<file path="config.mk">
export PLATFORM = sky130hd
export DESIGN_NAME = cache_bus_arbiter
export DESIGN_NICKNAME = d
export VERILOG_FILES = /design/src/rtl/cache_bus_arbiter.sv
export SDC_FILE = /design/constraint.sdc
export NUM_CORES = 1
export LEC_CHECK = 0
export CAP_MARGIN = 25
export CELL_PAD_IN_SITES_DETAIL_PLACEMENT = 0
export CELL_PAD_IN_SITES_GLOBAL_PLACEMENT = 1
export CORE_UTILIZATION = 12
export CTS_CLUSTER_DIAMETER = 150
export DETAILED_ROUTE_END_ITERATION = 8
export GPL_ROUTABILITY_DRIVEN = 0
export PLACE_DENSITY_LB_ADDON = 0.05
export SLEW_MARGIN = 10
export SYNTH_ARGS = -nofsm -noshare
export SYNTH_HDL_FRONTEND = slang
export SYNTH_SLANG_ARGS = --single-unit
</file>
<file path="constraint.sdc">
create_clock -name clk -period 2.5 [get_ports clk]
set_input_delay 0.5 -clock clk [delete_from_list [all_inputs] [get_ports clk]]
set_output_delay 0.5 -clock clk [all_outputs]
set_load 0.005 [all_outputs]
</file>
<file path="src/rtl/cache_bus_arbiter.sv">
// cache_bus_arbiter: round-robin owner arbitration of the shared cache bus
// port among MASTER_CNT refill engines (0 = icache, 1 = dcache, 2 = optional
// uncached store buffer). One master owns the bus from address phase through
// the final data beat. Only the owner sees bridge responses.
// Optional build macro: CACHE_BUS_ARB_TIMEOUT_EN enables the stall watchdog
// that drives the sticky timeout_o flag. Without it timeout_o is tied low.

package cache_bus_pkg;
    typedef struct packed {
        logic        valid;
        logic        write;
        logic        burst;
        logic        cached;
        logic [31:0] addr;
        logic [31:0] w_data;
        logic [3:0]  data_strobe;
        logic        data_ok;
        logic        data_last;
    } cache_bus_req_t;

    typedef struct packed {
        logic        ready;
        logic [31:0] r_data;
        logic        data_ok;
        logic        data_last;
    } cache_bus_resp_t;
endpackage

module cache_bus_arbiter
    import cache_bus_pkg::*;
#(
    parameter int MASTER_CNT     = 2,
    parameter int TIMEOUT_CYCLES = 1024
) (
    input  logic                             clk,
    input  logic                             rst,
    input  cache_bus_req_t  [MASTER_CNT-1:0] m_req_i,
    output cache_bus_resp_t [MASTER_CNT-1:0] m_resp_o,
    output cache_bus_req_t                   s_req_o,
    input  cache_bus_resp_t                  s_resp_i,
    output logic            [MASTER_CNT-1:0] grant_o,
    output logic                             timeout_o
);

    localparam int IW = (MASTER_CNT > 2) ? 2 : 1;

    typedef enum logic [2:0] {
        IDLE = 3'b001,
        ADDR = 3'b010,
        DATA = 3'b100
    } state_t;

    state_t                  state_q;
    logic [MASTER_CNT-1:0]   grant_q;
    logic [IW-1:0]           owner_q;
    logic [IW-1:0]           rr_ptr_q;

    logic [MASTER_CNT-1:0]   valid_vec;
    logic                    pick_found;
    logic [IW-1:0]           pick_idx;
    logic [IW:0]             cand;
    logic                    owner_valid;
    logic                    complete;

    // Per-master valid collection and owner-only response steering
    // (non-owners see all zeros, including r_data).
    for (genvar gi = 0; gi < MASTER_CNT; gi++) begin : g_master
        assign valid_vec[gi]   = m_req_i[gi].valid;
        assign m_resp_o[gi]    = grant_q[gi] ? s_resp_i : '0;
    end

    assign owner_valid = valid_vec[owner_q];
    assign complete    = s_resp_i.data_ok & s_resp_i.data_last;
    assign grant_o     = grant_q;

    // Round-robin search: first valid master starting just after rr_ptr.
    always_comb begin
        pick_found = 1'b0;
        pick_idx   = '0;
        cand       = '0;
        for (int i = 1; i <= MASTER_CNT; i++) begin
            cand = {1'b0, rr_ptr_q} + (IW+1)'(i);
            if (cand >= (IW+1)'(MASTER_CNT)) begin
                cand = cand - (IW+1)'(MASTER_CNT);
            end
            if (!pick_found && valid_vec[cand[IW-1:0]]) begin
                pick_found = 1'b1;
                pick_idx   = cand[IW-1:0];
            end
        end
    end

    // Forward the owner's request to the bridge; address valid only in ADDR.
    always_comb begin
        s_req_o = '0;
        if (state_q != IDLE) begin
            s_req_o = m_req_i[owner_q];
            if (state_q == DATA) begin
                s_req_o.valid = 1'b0;
            end
        end
    end

    // Ownership FSM: IDLE arbitrates, ADDR waits for ready, DATA for last beat.
    always_ff @(posedge clk or posedge rst) begin
        if (rst) begin
            state_q  <= IDLE;
            grant_q  <= '0;
            owner_q  <= '0;
            rr_ptr_q <= IW'(MASTER_CNT - 1);
        end else begin
            unique case (state_q)
                IDLE: begin
                    if (pick_found) begin
                        state_q <= ADDR;
                        grant_q <= MASTER_CNT'(1) << pick_idx;
                        owner_q <= pick_idx;
                    end
                end
                ADDR: begin
                    // Owner withdrew before the handshake: no transaction, keep rr_ptr.
                    if (!owner_valid) begin
                        state_q <= IDLE;
                        grant_q <= '0;
                    end else if (s_resp_i.ready) begin
                        state_q <= DATA;
                    end
                end
                DATA: begin
                    if (complete) begin
                        state_q  <= IDLE;
                        grant_q  <= '0;
                        rr_ptr_q <= owner_q;
                    end
                end
                default: begin
                    state_q <= IDLE;
                    grant_q <= '0;
                end
            endcase
        end
    end

`ifdef CACHE_BUS_ARB_TIMEOUT_EN
    localparam int CW = $clog2(TIMEOUT_CYCLES + 1);

    logic [CW-1:0] wdog_cnt_q;
    logic [CW-1:0] wdog_cnt_d;
    logic          timeout_q;

    // Stall counter: any bridge progress clears it; it saturates at the limit.
    always_comb begin
        wdog_cnt_d = wdog_cnt_q;
        if (state_q == IDLE || s_resp_i.ready || s_resp_i.data_ok) begin
            wdog_cnt_d = '0;
        end else if (wdog_cnt_q != CW'(TIMEOUT_CYCLES)) begin
            wdog_cnt_d = wdog_cnt_q + CW'(1);
        end
    end

    // Counter register and sticky flag, cleared only by reset.
    always_ff @(posedge clk or posedge rst) begin
        if (rst) begin
            wdog_cnt_q <= '0;
            timeout_q  <= 1'b0;
        end else begin
            wdog_cnt_q <= wdog_cnt_d;
            if (wdog_cnt_d == CW'(TIMEOUT_CYCLES)) begin
                timeout_q <= 1'b1;
            end
        end
    end

    assign timeout_o = timeout_q;
`else
    assign timeout_o = 1'b0;
`endif

endmodule
</file>
==> metrics.md <==
| Metric | Value |
|---|---|
| Synth area leader | `mux2i_1` |
| First-pass GRT wire length | `15.3 mm` |
| Gr usage total | `11.7%` |
| Tmin final | `2.37 ns` |
| Largest net degree at the start of global routing | `48` |
| Nets | `781` |
| RSZ-0062 raised after global routing | `no` |
| Critical Path AT | `between 1.5 and 2 ns` |
| Peak VDD IR | `0.000312 V` |
| Die height | `roughly 130 um` |
| RR Endpoint | `grant_o[0]` |
| Max-cap violations | `0` |
| Tcrit/Tclk final | `94.9%` |
| FF-to-FF Start | `state_q[0]` |
| Logic pwr share | `88.7%` |
| GRT overflow | `0` |
| Final Util | `roughly 37%` |
| Worst hold path type | `input port to asynchronous set/reset pin` |
| Switching Share | `between 30% and 40%` |
| Synth Cell Area | `1920 sq um` |
| R2r setup slk | `0.67 ns` |
| Number of diodes | `0` |
| Design Power | `~5 mW` |
| Top-area cell type share of the netlist area | `about two fifths` |
| Remaining antenna violation count | `0` |
| CTS Buf Count | `3` |
| Avg WL per Cell | `between 10 and 15 um` |
| Status | `finished, final reports clean` |
| Setup crit end kind | `output port` |
| Final hold violation count | `0` |
| Distinct cell type count after synthesis | `24` |
| Die X-Extent | `128 um` |
| DRT iter0 DRCs | `58` |
| Vias in the first global route | `2946` |
| Total internal power | `3.12 mW` |
| Die area | `16500 sq um` |
| Ys Warns | `0` |
| Drt first pass iters | `4` |
| DRT Wirelength | `10.9 mm` |
| CP max stage delay | `0.55 ns` |
| Bufs on Longest Clock Path | `2` |
| Initial Util | `12.4%` |
| Crit path kind | `input port to output port` |
| Crit path top cell by count | `clkdlybuf4s50_1` |
| P_leak | `2.27 nW` |
| Worst setup path start | `m_req_i[147]` |
| EDFF count, synth | `0` |
| CORE AREA | `15400 sq um` |
| Clk pwr share | `5.6%` |
| Initial antenna violation count | `0` |
| Setup TNS | `0 ns` |
| Top cells by area, synth | `mux2i_1 (38%), and2_1 (23%), nor2_1 (15%), dfrtp_1 (6.5%), buf_2 (3.1%)` |
| Sequential share of the synthesized area | `9.26%` |
| Async set-or-reset flop fraction in the synthesized netlist | `100%` |
| CP Max Fanout | `3` |
| WP data required | `~2.0 ns` |
| PwrDens | `868 nW/um^2` |
| Switching Power | `approximately 1.8 mW` |
| Fin worst setup slack | `0.127 ns` |
| Clock Skews | `0.00181 ns` |
| # port buffers | `330` |
| CTS Hold Bufs | `0` |
| Clock root cell | `clkbuf_16` |
| Row count | `between 40 and 50` |
| Max Clock Freq | `421 MHz` |
| Clock sinks | `7` |
| Final setup violation count | `0` |
| Drt drc | `0` |
| Vias per inst | `3.81` |
| Syn Area/Cell | `around 7 sq um` |
| Worst skew pair latency | `between 0.2 and 0.25 ns` |
| Layout cells sized above 1 | `~4.4%` |
| Area grow syn2layout | `194%` |
| CTS tree | `done` |
| Synth Flop Type | `dfrtp_1` |
| Htree depth | `1` |
| Gate Count Post-Synth | `274` |
| CP Launch Type | `input port` |
| IO Pins | `between 300 and 400` |
| Via count | `about 3100` |
| HPWL after detailed placement | `9.09 mm` |
| Dpl ws | `roughly 0.11 ns` |
| Max Slew Vio Count | `0` |
| Seq cells post-synth | `7` |
| Worst reg-to-reg path cell count | `4` |
| Register share of total power | `5.7%` |
| Critical-path cell list | `clkdlybuf4s50_1 -> mux2_4 -> nand2_1 -> nor2_1 -> clkdlybuf4s50_1` |
| Syn_nets | `459` |
| Clock-pin slew on the worst setup and hold paths | `0.04 ns` |
| Fillers | `1613` |
| Critical-path top delay cell | `clkdlybuf4s50_1` |
==> critical path, delay by kind of cell <==
| family | cells | cell delay, ns |
|---|---|---|
| simple gates | 2 | 0.14 |
| mux | 1 | 0.18 |
| buf+inv | 2 | 1.05 |
==> repair_timing <==
action                     in CTS  in global routing
setup endpoints to repair      32                 11
resized for setup               1                  0
gates cloned                    0                  1
setup buffers                   0                  1
hold endpoints to repair        0                  0
==> layout by cell type (no fill, tap or decap) <==
cell type        count
clkdlybuf4s50_1    330
and2_1              70
buf_12               6
a21boi_0             1
nand3_1              2
or3b_4               1
mux2_4               2
nand2_1              5
or3_4                1
mux2i_1             73
a22o_2               1
nor3b_4              1
dfstp_2              2
a22o_1               1
a21oi_1              2
o21ai_0              1
buf_4                4
dfrtp_1              4
inv_1                1
conb_1               1
clkbuf_16            4
nor3b_1              1
mux2_2               1
clkbuf_1             1
a32oi_2              1
nand2_2              1
dfrtp_4              1
nor2_1              76
==> power groups by stage <==
stage / Sequential (mW) / Combinational, mW / Clock (mW)
6_report: 0.281 / 4.35 / 0.272
5_1_grt: 0.295 / 4.71 / 0.289
4_1_cts: 0.283 / 4.34 / 0.278
3_5_place_dp: 0.279 / 4.31 / 0
3_3_place_gp: 0.276 / 4.34 / 0
2_1_floorplan: 0.216 / 1.73 / 0
==> routing by layer <==
metal / GRT usage, % / up-vias / part of all wire (%)
met3: 2.79 / 4 / 9.2
met2: 24.0 / 185 / 55
met4: 2.28 / 0 / 0.68
li1: - / 1540 / -
met1: 11.9 / 1340 / 35
met5: 0 / - / 0
==> worst max-delay path by stage <==
| stage | to | cells past startpoint |
|---|---|---|
| 2_1_floorplan | s_req_o[10] | 4 |
| 3_3_place_gp | s_req_o[73] | 5 |
| 3_5_place_dp | s_req_o[73] | 5 |
| 4_1_cts | s_req_o[0] | 4 |
| 5_1_grt | s_req_o[54] | 4 |
| 6_report | s_req_o[73] | 5 |
==> area by class of cell <==
cell class	count	area (sq um)	area share, %
Timing Repair Buffer	341	3480	61.6
Sequential cell	7	181	3.21
Clock buffer	4	78.8	1.40
Tap cell	211	264	4.68
Multi-Input combinational cell	242	1640	29.0
Inverter	1	3.75	0.0665
==> metrics by stage <==
step | cell area [sq um] | std cells | hold WS, ns
floorplan | 1920 | 274 | 0.302
global placement | 5520 | 800 | 0.495
detailed placement | 5520 | 800 | 0.500
CTS | 5600 | 804 | 0.507
global route | 5650 | 806 | 0.527
finish | 5650 | 806 | 0.501
==> cell families (layout without fill, tap and decap cells) <==
kind of cell | count (synthesis) | count (layout) | share of synthesized area (%)
flops | 7 | 7 | 9.26
other cells | 1 | 1 | 0.195
mux | 76 | 76 | 40.2
buf+inv | 25 | 346 | 5.87
simple gates | 158 | 158 | 41.5
compound gates | 7 | 7 | 3.00
==> cell usage after synthesis (2+ instances only) <==
cell      count
a21oi_1       2
and2_1       70
buf_2        12
clkbuf_1     11
dfrtp_1       5
dfstp_2       2
mux2_4        2
mux2i_1      73
nand2_1       5
nand3_1       2
nor2_1       76
nor3b_1       2
==> sequential cells by signal, summed over array words and instances (netlist names) <==
signal and flops:
grant_o 2, owner_q 1, state_q 3, rr_ptr_q 1
Note: power is estimated with default switching activity, not from simulation.
